$ cat config.mk
export PLATFORM = sky130hd
export DESIGN_NAME = leaf_issue_unit
export DESIGN_NICKNAME = d
export VERILOG_FILES = /design/src/rtl/leaf_issue_unit_pkg.sv /design/src/rtl/leaf_issue_unit_counter.sv /design/src/rtl/leaf_issue_unit.sv
export SDC_FILE = /design/constraint.sdc
export NUM_CORES = 1
export LEC_CHECK = 0
export ABC_AREA = 0
export BUFFER_PORTS_ARGS = -buffer_cell sky130_fd_sc_hd__buf_2
export CORE_AREA = 10 10 91 153
export CTS_CLUSTER_DIAMETER = 50
export DETAILED_ROUTE_END_ITERATION = 12
export DIE_AREA = 0 0 101 163
export GPL_TIMING_DRIVEN = 1
export PLACE_DENSITY = 0.86
export SLEW_MARGIN = 20
export SYNTH_ARGS = -nofsm -noshare
export SYNTH_HDL_FRONTEND = slang
export SYNTH_SLANG_ARGS = --single-unit
$ cat constraint.sdc
create_clock -name clk -period 5.4 [get_ports clk]
set_clock_uncertainty 0.15 [all_clocks]
set_input_delay 0.27 -clock clk [delete_from_list [all_inputs] [get_ports clk]]
set_output_delay 0.27 -clock clk [all_outputs]
set_load 0.01 [all_outputs]
$ cat src/rtl/leaf_issue_unit_pkg.sv
// Shared traversal types: ray/triangle identifiers and the request structs
// exchanged between the leaf issue unit, the list unit and the short stack.
package leaf_issue_pkg;

    localparam int CNT_W = 6;

    typedef logic [31:0]      float_t;
    typedef logic [15:0]      triID_t;
    typedef logic [7:0]       rayID_t;
    typedef logic [CNT_W-1:0] tri_cnt_t;

    typedef struct packed {
        rayID_t rayID;
        float_t t_min;
    } ray_info_t;

    typedef struct packed {
        rayID_t rayID;
        float_t t_max_leaf;
    } trav_to_list_t;

    typedef struct packed {
        ray_info_t ray_info;
        float_t    t_max_leaf;
    } list_to_ss_t;

    typedef struct packed {
        ray_info_t ray_info;
        triID_t    tri_base;
        tri_cnt_t  tri_cnt;
        float_t    t_max_leaf;
    } leaf_req_t;

    typedef struct packed {
        ray_info_t ray_info;
        triID_t    triID;
        logic      is_last;
    } tri_req_t;

endpackage

$ cat src/rtl/leaf_issue_unit_counter.sv
// Up-counter with synchronous clear (priority over increment) and async reset.
module leaf_issue_unit_counter #(
    parameter int W = 6
) (
    input  logic         clk,
    input  logic         rst,
    input  logic         clr,
    input  logic         inc,
    output logic [W-1:0] count
);

    // NOTE: sequential state is written with <= so every flop samples pre-edge values.
    always_ff @(posedge clk or posedge rst) begin
        if (rst) begin
            count <= '0;
        end else if (clr) begin
            count <= '0;
        end else if (inc) begin
            count <= count + W'(1);
        end
    end

endmodule

$ cat src/rtl/leaf_issue_unit.sv
// Expands one leaf request into a t_max_leaf write followed by one triangle
// request per triangle, or a single miss toward the short stack for empty leaves.
module leaf_issue_unit #(
    parameter int CNT_W = leaf_issue_pkg::CNT_W
) (
    input  logic                          clk,
    input  logic                          rst,
    input  logic                          leaf_valid,
    input  leaf_issue_pkg::leaf_req_t     leaf_data,
    output logic                          leaf_stall,
    output logic                          trav_to_list_valid,
    output leaf_issue_pkg::trav_to_list_t trav_to_list_data,
    input  logic                          trav_to_list_stall,
    output logic                          tri_req_valid,
    output leaf_issue_pkg::tri_req_t      tri_req_data,
    input  logic                          tri_req_stall,
    output logic                          empty_to_ss_valid,
    output leaf_issue_pkg::list_to_ss_t   empty_to_ss_data,
    input  logic                          empty_to_ss_stall
);

    import leaf_issue_pkg::*;

    localparam logic [1:0] IDLE      = 2'd0;
    localparam logic [1:0] SEND_TMAX = 2'd1;
    localparam logic [1:0] ISSUE     = 2'd2;
    localparam logic [1:0] SEND_MISS = 2'd3;

    logic [1:0]       state;
    logic [1:0]       state_nx;
    leaf_req_t        leaf_q;
    logic [CNT_W-1:0] idx;
    logic [CNT_W-1:0] last_idx;
    logic             leaf_accept;
    logic             tri_fire;
    logic             is_last;

    assign leaf_accept = (state == IDLE) && leaf_valid;
    assign tri_fire    = (state == ISSUE) && !tri_req_stall;
    assign last_idx    = CNT_W'(leaf_q.tri_cnt) - CNT_W'(1);
    assign is_last     = (idx == last_idx);

    leaf_issue_unit_counter #(.W(CNT_W)) u_idx (
        .clk   (clk),
        .rst   (rst),
        .clr   (leaf_accept),
        .inc   (tri_fire),
        .count (idx)
    );

    // NOTE: state_nx gets a default before the case so no path leaves it unassigned (no latch).
    always_comb begin
        state_nx = state;
        case (state)
            IDLE:      if (leaf_valid)
                           state_nx = (leaf_data.tri_cnt == '0) ? SEND_MISS : SEND_TMAX;
            SEND_TMAX: if (!trav_to_list_stall) state_nx = ISSUE;
            ISSUE:     if (tri_fire && is_last) state_nx = IDLE;
            SEND_MISS: if (!empty_to_ss_stall) state_nx = IDLE;
            default:   state_nx = IDLE;
        endcase
    end

    always_ff @(posedge clk or posedge rst) begin
        if (rst) begin
            state  <= IDLE;
            leaf_q <= '0;
        end else begin
            state <= state_nx;
            if (leaf_accept) begin
                leaf_q <= leaf_data;
            end
        end
    end

    // Every output is decoded from the state register or the latched leaf,
    // so no stall input reaches leaf_stall combinationally.
    assign leaf_stall         = (state != IDLE);
    assign trav_to_list_valid = (state == SEND_TMAX);
    assign tri_req_valid      = (state == ISSUE);
    assign empty_to_ss_valid  = (state == SEND_MISS);

    assign trav_to_list_data = '{rayID: leaf_q.ray_info.rayID, t_max_leaf: leaf_q.t_max_leaf};
    assign tri_req_data      = '{ray_info: leaf_q.ray_info,
                                 triID:    leaf_q.tri_base + triID_t'(idx),
                                 is_last:  is_last};
    assign empty_to_ss_data  = '{ray_info: leaf_q.ray_info, t_max_leaf: leaf_q.t_max_leaf};

endmodule

==> results_dict.tcl, run 1 <==
set metrics [dict create \
    status "complete, no violations" \
    finalCritPeriodShare_pct 56.1 \
    root_buffer "clkbuf_16" \
    drc 0 \
    min_period_ns 3.03 \
    critical_path_class "flip-flop to output pin" \
    utilization_pct 59.8 \
    die_w_um 101 \
    initial_core_util_pct 49.6 \
    n_fill_cell 910 \
    cts_htree_levels 3 \
    drv_cap 0 \
    synthesis.area_um2 5650 \
    clock-sinks 102 \
    yosysTopAreaCell "dfrtp_1" \
    numPortBuffers 272 \
    grt_pass1_vias 4220 \
    p_per_area_nw_per_um2 608 \
    cp_data_arrival_time_ns 2.61 \
    firstDrtPassIters 4 \
    syn-mean-instance-area_um2 11.9 \
    syn2layout_area_growth_pct 20.6 \
    clkLatencyLatePin_ns 0.33 \
    multiInputGateArea_um2 1870 \
    dp_hpwl_um 11500 \
    start_kind "flip-flop" \
    dp_worst_setup_slack_ns 2.63 \
    slew_headroom_pct 44.6 \
    max-vdd-ir-drop_uv 410 \
    overflow 0 \
    setup_viol 0 \
    grt_max_degree 58 \
    synth_top_area_share_pct 45.2 \
    rsz0062_at_grt "false" \
    worst_slack_ns 2.37 \
    cts.path.max_buffers 2 \
    hold_path_class "primary input to flip-flop" \
    yosysWarnings 0 \
    coreArea_um2 11400 \
    yosysSeqAreaShare_pct 45.2 \
    wl_per_cell_um 19.1 \
    fin_tns_setup_ns 0 \
    highest_layer "met4" \
    drv_slew 0 \
    met2_length_um 8560 \
    m1WireLength_um 4930 \
    wl_met3_um 991 \
    tightest_slew_ns 0.832 \
    cp-end-kind "output pin" \
    grt_pass1_wl_um 22400 \
    regArea_um2 2550 \
    rows 52 \
    die-area_um2 16500 \
    synthCells 474 \
    grt_usage_pct 17.4 \
    synthTopCellsByArea "dfrtp_1 (45%), buf_4 (20%), mux2_2 (9.4%), mux2_1 (9.0%), xnor2_1 (2.0%)" \
    synth.distinct_cells 46 \
    fp.dieH_um 163 \
    maxClockFrequency_mhz 330 \
    cts_buffers 9 \
    cts_tree "built" \
    drtIter0Drc 91 \
    synth-seq-cells 102 \
    nets 758 \
    routed_wl_um 15100 \
    synthesis.nets 583 \
    antenna_found_initial 2 \
    vias 3869 \
    cts-resized-gates 0 \
    crit_required_ns 4.98 \
    post_cts.repair.setup_buffers 0 \
    crit_fanout 5 \
    layout-drive-gt1-share_pct 52.9 \
    power_leakage_nw 3.38 \
    via_per_inst 4.90 \
    io_pins 273 \
    ant_nets 0 \
    place_congestion 0.813 \
    clkTransAtPathRegs_ns 0.07 \
    cts_hold_buf 52 \
    final_hold_viol_count 0 \
]
layout by cell type, fill, tap and decap left out, types with 3 or more instances in the layout:
cell type      synthesis  layout
dfrtp_1              102     102
nor3_1                 7       7
mux2_1                45      45
buf_2                  9     272
a21oi_1                4       4
ha_1                   8       8
clkinvlp_4             0       3
o21ai_0                4       4
nor2_1                13      13
mux2_2                47      47
dlygate4sd3_1          0      55
clkbuf_16              0       9
xnor2_1               13      13
a211oi_1               4       4
nand2_1                7       7
xor2_1                12      12
nor2b_1                4       4
critical path, stage by stage (launching register included):
cell      delay [ns]
dfrtp_1         0.44
ha_1            0.26
fa_1            0.44
a211oi_1        0.23
o21bai_1        0.13
a21oi_2         0.30
nor3b_1         0.12
xor2_1          0.18
buf_2           0.17
stage by stage:
step | std cells | total power [mW] | area (um2) | hold WS [ns]
final | 790 | 4.14 | 6810 | 0.0131
after global routing | 790 | 4.42 | 6810 | 0.0000446
after CTS | 786 | 4.19 | 6780 | 0.0000651
after floorplan | 474 | 3.37 | 5650 | 0.237
after global placement | 718 | 3.45 | 5980 | 0.231
after detailed placement | 718 | 3.54 | 5980 | 0.241
metal layers:
| layer | vias up | global-route usage (%) |
|---|---|---|
| li1 | 1790 | - |
| met1 | 1884 | 16.1 |
| met2 | 157 | 32.7 |
| met3 | 38 | 5.06 |
| met4 | 0 | 8.72 |
| met5 | - | 0 |
cells by family after synthesis:
family                     synth area share [%]
xor gates and xnor gates                   3.88
muxes                                      18.5
DFF                                        45.2
buffers and inverters                      21.7
and+or+nand+nor                            5.21
adders and majority gates                  2.13
AOI/OAI and AO/OA                          3.32
registers in the layout (all words and copies together) (netlist names):
signal	count
state	2
u_idx.count	6
leaf_q	22
empty_to_ss_data	72
layout make-up:
type | instances | share of cell area [%]
antenna | 1 | 0.0368
clock buffer | 12 | 3.62
clock inverter | 4 | 0.459
inverter | 3 | 0.202
multi-input combinational | 204 | 27.4
sequential | 102 | 37.5
tap | 135 | 2.48
timing repair buffer | 329 | 28.3
cell usage after synthesis, drive strengths merged:
library cell and count:
buf 164, dfrtp 102, mux2 92, nor2 13, xnor2 13, xor2 12
ha 8, nand2 7, nor3 7, a21oi 6, o21ai 6, a211oi 5
nor2b 4, inv 3, nand3 3, nor3b 3, a21boi 2, a21o 2
a31oi 2, and2b 2, and3 2, nor4b 2, o21bai 2, a2bb2oi 1
and2 1, and3b 1, and4 1, clkbuf 1, fa 1, mux2i 1
nand2b 1, nand4 1, o21a 1, or2 1, or3 1
path summary, 6_finish.rpt:
kind                                            start                                to  slack (ns)  depth (start not counted)
min                                     leaf_data[32]            leaf_q[32]$_DFFE_PP0P_        0.01                          3
max                        u_idx.count[0]$_DFFE_PP0P_                  tri_req_data[11]        2.37                          8
min reg2reg                    leaf_q[38]$_DFFE_PP0P_            leaf_q[38]$_DFFE_PP0P_        0.35                          1
min in group asynchronous                         rst  empty_to_ss_data[53]$_DFFE_PP0P_        0.44                          3
max reg2reg                      state[0]$_DFFE_PP0P_            leaf_q[50]$_DFFE_PP0P_        2.69                          4
max in group asynchronous                         rst  empty_to_ss_data[38]$_DFFE_PP0P_        3.57                          4
where the power goes:
| part | total (mW) | internal, mW | switching (mW) |
|---|---|---|---|
| logic | 2.06 | 0.987 | 1.07 |
| clock network | 0.599 | 0.327 | 0.272 |
| registers | 1.48 | 1.15 | 0.334 |
No activity file was read; power rests on OpenSTA's default activity.
==> inputs of run 2 (changes only) <==
ABC_AREA = 1   (was 0)
CORE_AREA = 10 10 99 167   (was 10 10 91 153)
DIE_AREA = 0 0 109 177   (was 0 0 101 163)
PLACE_DENSITY = 0.78   (was 0.86)
clock period = 2.65 ns   (was 5.4 ns; I/O delays follow)
==> run 2 against run 1 <==
  * First-iteration DRC count rose by 91%
  * Synthesized area rose by 2.3%
  * Global-route usage fell by 0.18 points
  * Flip-flop and latch count did not move
  * Clock power rose by 130%
==> results_dict.tcl, run 2 <==
set metrics [dict create \
    multiInputGateArea_um2 1820 \
    clkLatencyLatePin_ns 0.34 \
    grt_usage_pct 17.2 \
    clkTransAtPathRegs_ns 0.08 \
    clock-sinks 102 \
    routed_wl_um 17100 \
    synth.distinct_cells 25 \
    yosysSeqAreaShare_pct 44.2 \
    cts_tree "built" \
    max-vdd-ir-drop_uv 644 \
    syn2layout_area_growth_pct 28.9 \
    nets 1043 \
    p_total_mw 8.29 \
    yosysTopAreaCell "dfrtp_1" \
    finalCritPeriodShare_pct 93.7 \
    synth_ff_type "dfrtp_1" \
    final_area_um2 7450 \
    grt_pass1_vias 5186 \
    drc 0 \
    place_congestion 0.830 \
    initial_core_util_pct 42.0 \
    n_fill_cell 1186 \
    power_leakage_nw 4.29 \
    p_per_area_nw_per_um2 1110 \
    status "complete, no violations" \
    firstDrtPassIters 4 \
    regArea_um2 2550 \
    dp_hpwl_um 12300 \
    drtIter0Drc 174 \
    syn-mean-instance-area_um2 8.00 \
    overflow 0 \
    drv_slew 0 \
    root_buffer "clkbuf_16" \
    synth.top_cells.by_count "nand2_1 (311), buf_4 (161), dfrtp_1 (102), inv_1 (31), o21ai_0 (17)" \
    grt_max_degree 104 \
    synthesis.area_um2 5780 \
    io_pins 273 \
    via_per_inst 4.46 \
    crit_fanout 5 \
    layout_commonest_cell "nand2_1" \
    setup_viol 0 \
    post-place-cells 1003 \
    final_hold_viol_count 0 \
    rsz0062_at_grt "false" \
    hold_path_class "primary input to flip-flop" \
    critical_path_class "flip-flop to output pin" \
    synth_top_area_share_pct 44.2 \
    layout-drive-gt1-share_pct 32.9 \
    synthTopCellsByArea "dfrtp_1 (44%), buf_4 (21%), nand2_1 (20%), inv_1 (2.0%), xor2_1 (2.0%)" \
    die-area_um2 19300 \
    wl_per_cell_um 15.3 \
    grt_pass1_wl_um 26300 \
    cp-end-kind "output pin" \
    crit_required_ns 2.37 \
    vias 4980 \
    cts_htree_levels 3 \
    cts_buffers 9 \
    cp_data_arrival_time_ns 2.20 \
    start_kind "flip-flop" \
    yosysWarnings 0 \
    synth-seq-cells 102 \
    numPortBuffers 272 \
    ant_nets 0 \
    fin_tns_setup_ns 0 \
    tightest_slew_ns 0.582 \
    die_w_um 109 \
    cts.path.max_buffers 2 \
    stdcell_count 1117 \
    cts-resized-gates 0 \
    largest_reg_flops 72 \
    utilization_pct 54.1 \
    maxClockFrequency_mhz 403 \
    min_period_ns 2.48 \
    synthCells 722 \
    synthesis.nets 831 \
    rows 57 \
    synth_async_sr_flop_share_pct 100 \
    slew_headroom_pct 61.1 \
    antenna_found_initial 1 \
    synthMostInstantiatedCell "nand2_1" \
    drv_cap 0 \
    synth_edf_count 0 \
    final_cell_mix "nand2_1 (311), buf_2 (272), dfrtp_1 (102), dlygate4sd3_1 (97), inv_1 (30)" \
    fp.dieH_um 177 \
    coreArea_um2 13800 \
    placed_area_um2 6170 \
]
-- run 2: changes by cell type after synthesis, moves of 4 or more --
| cell | previous run | this run |
|---|---|---|
| a211oi_1 | 4 | 0 |
| a21oi_1 | 4 | 8 |
| buf_2 | 9 | 13 |
| buf_4 | 154 | 161 |
| inv_1 | 3 | 31 |
| inv_2 | 0 | 5 |
| mux2_1 | 45 | 0 |
| mux2_2 | 47 | 0 |
| nand2_1 | 7 | 311 |
| nand3_1 | 2 | 15 |
| nor2b_1 | 4 | 0 |
| nor3_1 | 7 | 3 |
| o21ai_0 | 4 | 17 |
| xnor2_1 | 13 | 3 |
-- run 2: worst paths after layout --
path / slack, ns / cells past startpoint / endpoint / from
min in group asynchronous: 0.25 / 3 / empty_to_ss_data[16]$_DFFE_PP0P_ / rst
worst min-delay path: 0.02 / 5 / state[1]$_DFFE_PP0P_ / leaf_valid
worst min register to register: 0.33 / 2 / empty_to_ss_data[35]$_DFFE_PP0P_ / empty_to_ss_data[35]$_DFFE_PP0P_
max in group asynchronous: 1.44 / 4 / empty_to_ss_data[60]$_DFFE_PP0P_ / rst
worst max-delay path: 0.17 / 9 / tri_req_data[15] / u_idx.count[0]$_DFFE_PP0P_
worst max register to register: 0.75 / 14 / state[1]$_DFFE_PP0P_ / leaf_q[32]$_DFFE_PP0P_
-- run 2: power breakdown --
group / total [mW] / leakage (nW) / internal [mW] / switching (mW)
clock network: 1.36 / 0.151 / 0.769 / 0.591
registers: 2.89 / 1.27 / 2.28 / 0.612
logic: 4.04 / 2.86 / 1.59 / 2.45
-- run 2: timing repair --
item / CTS / global route
hold endpoints to repair: 118 / 0
hold buffers: 97 / 0
buffers inserted: 0 / 0
endpoints found under the setup margin: 0 / 0
-- run 2: routing by layer --
| metal | share of wire, % | vias to the layer above | GRT usage (%) |
|---|---|---|---|
| li1 | - | 2465 | - |
| met1 | 34 | 2287 | 16.6 |
| met2 | 55 | 185 | 32.3 |
| met3 | 6.8 | 43 | 4.30 |
| met4 | 3.5 | 0 | 8.22 |
| met5 | 0 | - | 0 |
-- run 2: worst max-delay path, cell delays in order (launching register included) --
cell     delay (ns)
dfrtp_1        0.43
ha_1           0.23
fa_1           0.42
nand3_1        0.09
nand2_1        0.10
nand2_1        0.11
a21oi_2        0.09
nand4_1        0.09
xor2_1         0.15
buf_2          0.16
-- run 2: area by class of cell --
cell class,instances,share of cell area [%]
Antenna cell,1,0.0336
Sequential cell,102,34.3
Tap cell,177,2.97
Timing Repair Buffer,375,32.3
Inverter,37,1.92
Multi-Input combinational cell,409,24.4
Clock inverter,5,0.874
Clock buffer,11,3.26
-- run 2: per-stage QoR --
step	setup slack (ns)	hold slack (ns)
after floorplan	0.726	0.0991
after CTS	0.125	0.00505
after detailed placement	0.516	0.0830
after global routing	0.00627	0.0361
after global placement	0.573	0.0781
final	0.166	0.0188
-- run 2: cells by family after synthesis --
kind of cell,share of synthesized area (%)
adder cells (fa/ha/maj),2.08
buffers and inverters,24.4
XOR/XNOR,2.43
AND/OR/NAND/NOR,23.9
AO/OA/AOI/OAI,2.92
flip-flops,44.2
